## src/rtl/seq_divider_if.sv

```systemverilog
// Handshake and result bundle for seq_divider.
// The master drives operands and start; the slave returns results and status.
interface seq_divider_if #(
  parameter int WIDTH = 8
);
  logic             start;
  logic [WIDTH-1:0] dividend;
  logic [WIDTH-1:0] divisor;
  logic [WIDTH-1:0] quotient;
  logic [WIDTH-1:0] remainder;
  logic             busy;
  logic             done;
  logic             div_by_zero;

  modport master (
    output start, dividend, divisor,
    input  quotient, remainder, busy, done, div_by_zero
  );

  modport slave (
    input  start, dividend, divisor,
    output quotient, remainder, busy, done, div_by_zero
  );
endinterface

```

## src/rtl/seq_divider.sv

```systemverilog
// Sequential unsigned restoring divider: one quotient bit per clock.
//   state | meaning
//   IDLE  | waiting for start
//   RUN   | iterating; counter holds remaining steps
//   DONE  | results valid, done pulse, may accept a new start
module seq_divider #(
  parameter int WIDTH = 8
) (
  input  logic           clk,
  input  logic           rst,
  seq_divider_if.slave   bus
);
  localparam int CW = $clog2(WIDTH + 1);

  typedef enum logic [1:0] {IDLE, RUN, DONE} state_t;

  state_t           state;
  logic [CW-1:0]    cnt;
  logic [WIDTH-1:0] dvs;
  logic [WIDTH-1:0] rem;
  logic [WIDTH-1:0] work_q;
  logic [WIDTH-1:0] q_r;
  logic [WIDTH-1:0] r_r;
  logic             dz_pend;
  logic             dz_r;
  logic             busy_r;
  logic             done_r;
  logic [WIDTH:0]   shifted;
  logic [WIDTH:0]   diff;
  logic             borrow;

  // Trial subtraction; the top bit of the WIDTH+1 difference is the borrow.
  always_comb begin
    shifted = {rem, work_q[WIDTH-1]};
    diff    = shifted + ~{1'b0, dvs} + {{WIDTH{1'b0}}, 1'b1};
    borrow  = diff[WIDTH];
  end

  always_ff @(posedge clk) begin
    if (rst) begin
      state   <= IDLE;
      cnt     <= '0;
      dvs     <= '0;
      rem     <= '0;
      work_q  <= '0;
      q_r     <= '0;
      r_r     <= '0;
      dz_pend <= 1'b0;
      dz_r    <= 1'b0;
      busy_r  <= 1'b0;
      done_r  <= 1'b0;
    end else begin
      done_r <= 1'b0;
      case (state)
        IDLE, DONE: begin
          if (bus.start) begin
            state  <= RUN;
            busy_r <= 1'b1;
            dvs    <= bus.divisor;
            // Zero divisor skips iteration: preload the saturated result.
            if (bus.divisor == '0) begin
              dz_pend <= 1'b1;
              cnt     <= '0;
              work_q  <= '1;
              rem     <= bus.dividend;
            end else begin
              dz_pend <= 1'b0;
              cnt     <= CW'(WIDTH);
              work_q  <= bus.dividend;
              rem     <= '0;
            end
          end else begin
            state  <= IDLE;
            busy_r <= 1'b0;
          end
        end
        RUN: begin
          if (cnt != '0) begin
            rem    <= borrow ? shifted[WIDTH-1:0] : diff[WIDTH-1:0];
            work_q <= {work_q[WIDTH-2:0], ~borrow};
            cnt    <= cnt - CW'(1);
          end else begin
            q_r    <= work_q;
            r_r    <= rem;
            dz_r   <= dz_pend;
            state  <= DONE;
            busy_r <= 1'b0;
            done_r <= 1'b1;
          end
        end
        default: begin
          state  <= IDLE;
          busy_r <= 1'b0;
        end
      endcase
    end
  end

  assign bus.quotient    = q_r;
  assign bus.remainder   = r_r;
  assign bus.div_by_zero = dz_r;
  assign bus.busy        = busy_r;
  assign bus.done        = done_r;
endmodule
```

## src/flat_wrapper.sv

```systemverilog
// flat-port wrapper written by rule: the top's interface ports become plain ports
module seq_divider_flat 
#(
  parameter int WIDTH = 8
)
  (clk, rst, bus_start, bus_dividend, bus_divisor, bus_quotient, bus_remainder, bus_busy, bus_done, bus_div_by_zero);
  seq_divider_if #(.WIDTH(WIDTH)) bus_i ();
  input  logic clk;
  input  logic rst;
  input wire logic [$bits(bus_i.start)-1:0] bus_start;
  input wire logic [$bits(bus_i.dividend)-1:0] bus_dividend;
  input wire logic [$bits(bus_i.divisor)-1:0] bus_divisor;
  output wire logic [$bits(bus_i.quotient)-1:0] bus_quotient;
  output wire logic [$bits(bus_i.remainder)-1:0] bus_remainder;
  output wire logic [$bits(bus_i.busy)-1:0] bus_busy;
  output wire logic [$bits(bus_i.done)-1:0] bus_done;
  output wire logic [$bits(bus_i.div_by_zero)-1:0] bus_div_by_zero;
  assign bus_i.start = bus_start;
  assign bus_i.dividend = bus_dividend;
  assign bus_i.divisor = bus_divisor;
  assign bus_quotient = bus_i.quotient;
  assign bus_remainder = bus_i.remainder;
  assign bus_busy = bus_i.busy;
  assign bus_done = bus_i.done;
  assign bus_div_by_zero = bus_i.div_by_zero;
  seq_divider #(.WIDTH(WIDTH)) u_core (.clk(clk), .rst(rst), .bus(bus_i));
endmodule
```

## config.mk

```make
export PLATFORM = sky130hd
export DESIGN_NAME = seq_divider_flat
export DESIGN_NICKNAME = d
export VERILOG_FILES = /design/src/rtl/seq_divider_if.sv /design/src/rtl/seq_divider.sv /design/src/flat_wrapper.sv
export SDC_FILE = /design/constraint.sdc
export NUM_CORES = 1
export LEC_CHECK = 0
export BUFFER_PORTS_ARGS = -buffer_cell sky130_fd_sc_hd__buf_2
export CAP_MARGIN = 10
export CORE_AREA = 2 2 102 65
export CTS_BUF_LIST = sky130_fd_sc_hd__clkbuf_16
export DETAILED_ROUTE_END_ITERATION = 16
export DIE_AREA = 0 0 104 67
export PLACE_DENSITY = 0.64
export SLEW_MARGIN = 10
export SYNTH_ARGS = -nofsm -noshare
export SYNTH_HDL_FRONTEND = slang
export SYNTH_SLANG_ARGS = --single-unit
```

## constraint.sdc

```tcl
create_clock -name clk -period 2.55 [get_ports clk]
set_input_delay 0.255 -clock clk [delete_from_list [all_inputs] [get_ports clk]]
set_output_delay 0.255 -clock clk [all_outputs]
set_load 0.02 [all_outputs]
```

==> Yosys cells after proc, flatten, opt, wreduce, memory -nomap -nowiden <==
Index checks and enable logic that the tools add are counted.
{ "totals": {"in_bits": 19, "wordCells": 53, "reg_bits": 50} }
{ "op_classes": {"n_eq_ne": 5, "muxes": 21, "reduce_logical": 9, "n_bitwise": 4, "addsub": 3} }
{ "ops": {"columns": ["cell", "count"], "rows": [
  ["8-bit 2-to-1 mux", 7],
  ["8-bit one-hot mux with 2 select lines", 2],
  ["4-bit 2-to-1 mux", 3],
  ["9-bit by 1-bit adder with 9-bit output (second input constant)", 1],
  ["9-bit adder", 1],
  ["8-bit inverter with 9-bit output", 1],
  ["8-bit logical NOT", 1],
  ["4-bit one-hot mux with 2 select lines", 1],
  ["1-bit 2-to-1 mux", 5],
  ["2-bit inequality test (second input constant)", 2],
  ["2-bit one-hot mux with 2 select lines", 1],
  ["2-bit AND reduction", 2],
  ["4-bit nonzero test", 1],
  ["2-bit OR reduction", 2],
  ["4-bit by 1-bit subtractor with 4-bit output (second input constant)", 1],
  ["1-bit inverter", 3],
  ["3-bit AND reduction", 1],
  ["2-bit by 1-bit == test with 1-bit output (second input constant)", 1],
  ["2-bit == test (second input constant)", 1],
  ["2-bit logical NOT", 1],
  ["2-bit 2-to-1 mux", 1],
  ["2-bit by 1-bit inequality test with 1-bit output (second input constant)", 1],
  ["1-bit one-hot mux with 2 select lines", 1],
  ["2-bit nonzero test", 1]
]} }

==> Logic depth before layout (Yosys ltp) <==
Gate-level depths: netlist of the first run.
{ "logic_depth": {"word_depth": 6, "ltp_mapped": 10, "mapped_depth_nobuf": 9} }

==> Worst setup path after synthesis of the first run <==
OpenSTA, ideal clock, no wires.
{ "synth_path": {"path_type": "register -> register", "from": "reg u_core.work_q[7]", "to": "reg u_core.rem[1]", "t_required_ns": 2.431, "arrival_time_ns": 2.245, "setup_time_ns": 0.119, "stages_incl_launch_ff": 11, "setup_slack_ns": 0.187, "path_cell_list": "dfxtp_1 > inv_1 > ha_1 > fa_1 > nor2b_1 > o31a_1 > o21ai_1 > and3_1 > buf_6 > a221o_1 > o221a_1"} }
{ "synth_between": {"elab_chain_cells": 5} }
{ "synth_lines": {"columns": ["element", "line_no", "source"], "rows": [
  ["from (decl)", "seq_divider.sv:21", "logic [WIDTH-1:0] work_q;"],
  ["from (signal assigned)", "seq_divider.sv:69", "work_q <= bus.dividend;"],
  ["from (signal assigned)", "seq_divider.sv:80", "work_q <= {work_q[WIDTH-2:0], ~borrow};"],
  ["9-bit adder", "seq_divider.sv:35", "diff = shifted + ~{1'b0, dvs} + {{WIDTH{1'b0}}, 1'b1};"],
  ["9-bit by 1-bit adder with 9-bit output", "seq_divider.sv:35", null],
  ["8-bit 2-to-1 mux", "seq_divider.sv:79", "rem <= borrow ? shifted[WIDTH-1:0] : diff[WIDTH-1:0];"],
  ["8-bit 2-to-1 mux", "seq_divider.sv:78", "if (cnt != '0) begin"],
  ["8-bit one-hot mux with 2 select lines", "seq_divider.sv:54", "case (state)"],
  ["to (signal assigned)", "seq_divider.sv:65", "rem <= bus.dividend;"],
  ["to (signal assigned)", "seq_divider.sv:79", null],
  ["to (decl)", "seq_divider.sv:20", "logic [WIDTH-1:0] rem;"]
]} }
Every way passes these cells. The select of a mux whose other input is x is not followed.
A chain may end at the register's enable or synchronous reset.

==> Final worst setup path of the first run <==
{ "layout_path": {"from": "reg u_core.rem[1]", "to": "reg u_core.rem[1]"} }
{ "layout_between": {"elab_chain_cells": 5} }
{ "layout_lines": {"columns": ["element", "line_no"], "rows": [
  ["9-bit adder", "seq_divider.sv:35"],
  ["9-bit by 1-bit adder with 9-bit output", "seq_divider.sv:35"],
  ["8-bit 2-to-1 mux", "seq_divider.sv:79"],
  ["8-bit 2-to-1 mux", "seq_divider.sv:78"],
  ["8-bit one-hot mux with 2 select lines", "seq_divider.sv:54"]
]} }
Every way passes these cells. The select of a mux whose other input is x is not followed.

==> metrics.txt, run 1 <==
largest net degree at the start of global routing 46; compound-gate portion of the synthesized area 24.4%; commonest non-fill, non-tap cell in the layout sky130_fd_sc_hd__nand2_1; aggregate routed wire length 6130 um; horizontal extent of the die 104 um; part of the cycle the worst path needs 93.8%; post-synthesis share of cell area spent on and, or, nand and nor gates 21.0%; violation count after the first detailed-route iteration around 170; synthesis-to-finish area growth 18.7%; Tightest Hold Check Type primary input to flip-flop; total of warnings raised by yosys 0; cell count after placement 411; number of nets with antenna violations after detailed routing 0; Setup Total Neg Slack 0 ps; syn_area_per_cell 7.88 um2; area of the multi-input gates roughly 0.0013 mm2; summed instance area of the synthesized netlist 0.00234 mm2; vertical die dimension 67 um; Final Instance Count excl. Fillers 419; row count 22; syn nets 327; fraction of power spent switching nets a little under a third; worst-case headroom to the max-slew limit 54.6%; cell at the root of the clock tree sky130_fd_sc_hd__clkbuf_16; final setup violating endpoints 0; vias in the first global route 1,899; portion of netlist area occupied by mux cells 0%; total overflow reported by the global router 0; via total after detailed routing 2,205; Placeable Area 0.00595 mm2; number of max-cap violations 0; Register Area roughly 980 um2; gate count of the mapped netlist 297; number of input and output port buffers inserted 37; number of buffers inserted by post-CTS setup repair 0; portion of the post-synthesis area used by sequential elements a little over two fifths; HPWL reported at the end of detailed placement approximately 4500 um; adder-cell area share of the yosys netlist roughly 6.2%; Routed WL per cell 14.6 um; start-to-end type of the worst setup path flip-flop to flip-flop; Worst Path Max Fanout 7; data arrival time of the critical path 2570 ps; commonest non-fill, non-tap cells in the layout sky130_fd_sc_hd__nand2_1, sky130_fd_sc_hd__dfxtp_1, sky130_fd_sc_hd__a21oi_1; Ant. Diodes 0; Global Route Usage Sum 18.3%; nature of the critical path startpoint flip-flop; f_max 0.418 GHz; count of filler cells inserted in the layout 657; Final Max Slew Viols 0; total power density per cell area just over 700 mW/mm2; kind of end point of the critical path flip-flop; final number of hold-violating endpoints 0; Max Buffers Root-to-Sink 2; Lkg Pwr 1.08 nW; share of cells above drive strength 1 16.7%; setup repair after global routing missed its margin no; antenna violations before repair 0; detailed-route vias per instance approximately 5.3; combinational family with the most area after synthesis compound AO/OA/AOI/OAI gates; portion of total power attributed to sequential cells around 44%; worst clock skew ~4.7 ps; slew at the pin closest to its max-slew limit 680 ps; initial cell density of the core 39.4%; io pins 38; CTS tree done; length of the first detailed-routing pass in iterations 4; CTS Sinks 49; clock latency at the later pin of the worst-skew pair 290 ps; shortest period the worst path allows 2390 ps; switching power summed over all nets 0.602 mW; FF+latch count, synth 49; CTS H-tree lvls 2; placer congestion estimate 0.937; Post-layout nets 364; Inserted Clock Buffers 5; clock network fraction of design power 32.3%; number of distinct library cells after synthesis 36; status complete, no violations; CP required between 2000 and 3000 ps; number of hold buffers added after cts 0; largest vdd supply drop 0.270 mV; combinational group share of total power 24.2%; DRC errors left 0; share of the synthesized netlist area taken by xor and xnor gates around 1.9%; global-route wire length before repair 9740 um; Clk pin slew, worst setup/hold paths ~60 ps; Total Die Area 0.00697 mm2; internal power summed over all cells around 1.4 mW
synth_stat cells:
cell type / count / area [um2]
sky130_fd_sc_hd__a211oi_1: 3 / 22.5
sky130_fd_sc_hd__nand3_1: 5 / 25.0
sky130_fd_sc_hd__o221ai_1: 8 / 70.1
sky130_fd_sc_hd__clkbuf_1: 13 / 48.8
sky130_fd_sc_hd__a21boi_0: 1 / 7.51
sky130_fd_sc_hd__a31oi_1: 1 / 6.26
sky130_fd_sc_hd__nand2_1: 68 / 255
sky130_fd_sc_hd__and3_1: 1 / 6.26
sky130_fd_sc_hd__o221a_1: 1 / 11.3
sky130_fd_sc_hd__or3_1: 5 / 31.3
sky130_fd_sc_hd__o31a_1: 3 / 26.3
sky130_fd_sc_hd__nor2b_1: 4 / 25.0
sky130_fd_sc_hd__ha_1: 10 / 125
sky130_fd_sc_hd__o31ai_1: 1 / 7.51
sky130_fd_sc_hd__xor2_1: 1 / 8.76
sky130_fd_sc_hd__and2_1: 1 / 6.26
sky130_fd_sc_hd__o211ai_1: 1 / 7.51
sky130_fd_sc_hd__xnor2_1: 4 / 35.0
sky130_fd_sc_hd__inv_1: 12 / 45.0
sky130_fd_sc_hd__dfxtp_1: 49 / 981
sky130_fd_sc_hd__a221oi_1: 6 / 52.6
sky130_fd_sc_hd__a21oi_1: 44 / 220
sky130_fd_sc_hd__o22ai_1: 2 / 12.5
sky130_fd_sc_hd__buf_2: 1 / 5.00
sky130_fd_sc_hd__o21ai_0: 7 / 35.0
sky130_fd_sc_hd__nor2_1: 21 / 78.8
sky130_fd_sc_hd__buf_6: 1 / 11.3
sky130_fd_sc_hd__a221o_1: 2 / 20.0
sky130_fd_sc_hd__o21a_1: 5 / 37.5
sky130_fd_sc_hd__nor4_1: 2 / 12.5
sky130_fd_sc_hd__a2111oi_0: 2 / 17.5
sky130_fd_sc_hd__nor3_1: 5 / 25.0
sky130_fd_sc_hd__o221a_2: 1 / 11.3
sky130_fd_sc_hd__fa_1: 1 / 20.0
sky130_fd_sc_hd__nand2b_1: 4 / 25.0
sky130_fd_sc_hd__o21ai_1: 1 / 5.00
per-stage QoR:
stage | hold slack (ps) | setup slack [ps] | area [um2] | power (mW) | utilization, %
5_1_grt | 218 | 6.20 | 2780 | 2.06 | 46.7
2_1_floorplan | 391 | 187 | 2340 | 1.19 | -
3_5_place_dp | 446 | 18.3 | 2630 | 1.32 | 44.2
4_1_cts | 212 | 10.7 | 2770 | 1.96 | 46.5
3_3_place_gp | 439 | 91.3 | 2630 | 1.32 | 44.2
6_report | 218 | 158 | 2780 | 1.96 | 46.7
kinds of logic (layout without fill, tap and decap cells):
family                   count (synthesis)  in the layout
XOR/XNOR                                 5              5
adder cells (fa/ha/maj)                 11             11
buffers and inverters                   27             65
AND/OR/NAND/NOR                        116            116
AO/OA/AOI/OAI                           89             89
flip-flops                              49             49
layout make-up:
cell class / instances / area share (%)
Inverter: 12 / 1.62
Multi-Input combinational cell: 221 / 45.5
Clock inverter: 3 / 0.450
Clock buffer: 5 / 4.50
Sequential cell: 49 / 35.3
Timing Repair Buffer: 45 / 8.83
Tap cell: 84 / 3.78
what timing repair did:
| item | 4_1_cts | 5_1_grt |
|---|---|---|
| resized for setup | 1 | 4 |
| endpoints found under the hold margin | 0 | 0 |
| endpoints found under the setup margin | 1 | 8 |
| pin swaps | 0 | 1 |
worst max-delay path: stages, from the launching register on:
cell and delay (ps):
sky130_fd_sc_hd__dfxtp_1 450, sky130_fd_sc_hd__ha_1 310, sky130_fd_sc_hd__nor2b_2 170, sky130_fd_sc_hd__o31a_1 330
sky130_fd_sc_hd__o21a_1 260, sky130_fd_sc_hd__and3_4 220, sky130_fd_sc_hd__a221o_1 340, sky130_fd_sc_hd__o221a_1 200
power by group through the flow:
| stage | logic, mW | clock network [mW] | registers [mW] |
|---|---|---|---|
| CTS | 0.456 | 0.652 | 0.850 |
| global placement | 0.453 | 0 | 0.867 |
| finish | 0.473 | 0.632 | 0.852 |
| floorplan | 0.328 | 0 | 0.866 |
| detailed placement | 0.452 | 0 | 0.867 |
| global route | 0.523 | 0.682 | 0.858 |
state kept, by name, indices dropped and copies added, names as in the netlist, 2 cells and up:
name	cells
u_core.bus.quotient	8
u_core.bus.remainder	8
u_core.cnt	4
u_core.dvs	8
u_core.rem	8
u_core.state	2
u_core.work_q	8
path summary, 6_finish.rpt:
check | to | slack (ps) | depth (start not counted) | startpoint
setup / recovery | u_core.rem[1] | 160 | 7 | u_core.rem[1]
hold reg to reg | u_core.bus.quotient[5] | 450 | 2 | u_core.bus.quotient[5]
setup reg to reg | u_core.rem[1] | 160 | 7 | u_core.rem[1]
hold / removal | u_core.dvs[3] | 220 | 3 | bus_divisor[3]
routing by layer:
| layer | GRT usage, % | part of all wire (%) | vias to the layer above |
|---|---|---|---|
| met5 | 0 | 0 | - |
| met4 | 6.25 | 1.5 | 0 |
| met3 | 5.97 | 9.1 | 9 |
| met2 | 24.1 | 37 | 92 |
| met1 | 27.2 | 53 | 981 |
| li1 | - | - | 1123 |
Note: power is estimated with default switching activity, not from simulation.
==> inputs of run 2 (changes only) <==
RECOVER_POWER = 50   (was default)
REMOVE_ABC_BUFFERS = 1   (was default)
==> run 2 against run 1 <==
Wire length barely moved. Cell area fell by 0.41%. Global-route usage rose by 0.25 points. Die area did not move. First-iteration DRC count fell by 29%. Hold slack got worse by 9.5 ps. Critical path type unchanged. Largest power group unchanged. Highest routed layer unchanged.
==> metrics.txt, run 2 (synthesis gave the netlist of run 1 again) <==
status complete, no violations; Max Buffers Root-to-Sink 2; share of cells above drive strength 1 12.2%; total power density per cell area approximately 720 mW/mm2; setup repair after global routing missed its margin no; placer congestion estimate 0.869; shortest period the worst path allows approximately 2400 ps; horizontal extent of the die around 100 um; CP required 2730 ps; synthesis-to-finish area growth 18.2%; fraction of power spent switching nets 31.4%; pre-CTS WS approximately 43 ps; Setup Total Neg Slack 0 ps; nature of the critical path startpoint flip-flop; part of the cycle the worst path needs 92.7%; detailed-route vias per instance 5.35; DRC errors left 0; cell at the root of the clock tree sky130_fd_sc_hd__clkbuf_16; number of nets with antenna violations after detailed routing 0; largest net degree at the start of global routing 46; vertical die dimension ~67 um; clock network fraction of design power 33.2%; largest vdd supply drop 0.312 mV; worst-case headroom to the max-slew limit between 50% and 60%; Placeable Area 0.00595 mm2; data arrival time of the critical path around 2600 ps; start-to-end type of the worst setup path flip-flop to flip-flop; final setup violating endpoints 0; internal power summed over all cells between 1 and 1.5 mW; Global Route Usage Sum 18.6%; vias in the first global route 2,026; violation count after the first detailed-route iteration approximately 120; Ant. Diodes 0; CTS Sinks about 50; worst setup slack after layout 187 ps; clock latency at the later pin of the worst-skew pair 290 ps; antenna violations before repair 0; via total after detailed routing 2,248; kind of end point of the critical path flip-flop; Worst Path Max Fanout 7; f_max between 0.4 and 0.5 GHz; number of input and output port buffers inserted 37; CTS tree done; commonest non-fill, non-tap cell in the layout sky130_fd_sc_hd__nand2_1; count of filler cells inserted in the layout 635; slew at the pin closest to its max-slew limit about 680 ps; Inserted Clock Buffers 5; CTS H-tree lvls 2; final number of hold-violating endpoints 0; Clk pin slew, worst setup/hold paths 70 ps; Final Max Slew Viols 0; combinational group share of total power 23.9%; initial cell density of the core 39.4%; HPWL reported at the end of detailed placement 4550 um; Routed WL per cell 14.6 um; worst clock skew between 3 and 4 ps; length of the first detailed-routing pass in iterations 5; Post-layout nets 365; commonest non-fill, non-tap cells in the layout sky130_fd_sc_hd__nand2_1, sky130_fd_sc_hd__dfxtp_1, sky130_fd_sc_hd__a21oi_1; switching power summed over all nets 0.623 mW; number of hold buffers added after cts 0; Total Die Area 0.00697 mm2; row count 22; aggregate routed wire length around 6000 um; portion of total power attributed to sequential cells a little over two fifths; number of max-cap violations 0; number of buffers inserted by post-CTS setup repair 0; total overflow reported by the global router 0; io pins 38; Lkg Pwr just over 1 nW; Tightest Hold Check Type primary input to flip-flop; global-route wire length before repair 10,200 um
run 2: metrics by stage:
step | total power, mW | cells | utilization, % | instance area (um2) | hold WS [ps]
3_3_place_gp | 1.31 | 412 | 44.3 | 2630 | 441
5_1_grt | 2.09 | 420 | 46.5 | 2770 | 220
6_report | 1.98 | 420 | 46.5 | 2770 | 208
4_1_cts | 1.99 | 420 | 46.7 | 2780 | 203
2_1_floorplan | 1.17 | 282 | - | 2280 | 324
3_5_place_dp | 1.33 | 412 | 44.3 | 2630 | 444
run 2: final cells by class:
cell class                      count  area (um2)  area share [%]
Tap cell                           84         105            3.80
Timing Repair Buffer               46         229            8.28
Multi-Input combinational cell    221        1260            45.6
Clock inverter                      3        17.5           0.633
Inverter                           12        45.0            1.63
Sequential cell                    49         982            35.5
Clock buffer                        5         125            4.52
run 2: path summary, 6_finish.rpt:
check                                 to  depth (start not counted)              startpoint  slack [ps]
setup reg to reg           u_core.rem[1]                          9        u_core.work_q[7]         190
hold / removal             u_core.dvs[1]                          3          bus_divisor[1]         210
setup / recovery           u_core.rem[1]                          9        u_core.work_q[7]         190
hold reg to reg   u_core.bus.quotient[2]                          2  u_core.bus.quotient[2]         450
run 2: worst max-delay path: stages (launching register included):
cell	delay, ps
sky130_fd_sc_hd__dfxtp_2	350
sky130_fd_sc_hd__inv_1	40
sky130_fd_sc_hd__ha_1	210
sky130_fd_sc_hd__fa_2	360
sky130_fd_sc_hd__nor2b_1	150
sky130_fd_sc_hd__o31a_1	250
sky130_fd_sc_hd__o21ai_2	130
sky130_fd_sc_hd__and3_4	230
sky130_fd_sc_hd__a221o_1	340
sky130_fd_sc_hd__o221a_1	200
run 2: power groups by stage:
stage               logic, mW  registers (mW)  clock network, mW
floorplan               0.307           0.866                  0
global placement        0.449           0.866                  0
detailed placement      0.459           0.867                  0
CTS                     0.461           0.849              0.677
global route            0.525           0.857              0.709
finish                  0.474           0.850              0.658
run 2: timing repair:
item	4_1_cts	5_1_grt
gates resized for setup	0	6
endpoints found under the setup margin	0	8
hold endpoints to repair	0	0
run 2: per-layer routing:
metal / part of all wire (%) / vias to the layer above / track usage [%] / wire length, um
met1: 52 / 1023 / 27.3 / 3200
met2: 39 / 91 / 26.5 / 2400
met3: 7.7 / 9 / 4.70 / 473
met5: 0 / - / 0 / 0
met4: 0.75 / 0 / 5.07 / 46
li1: - / 1125 / - / -
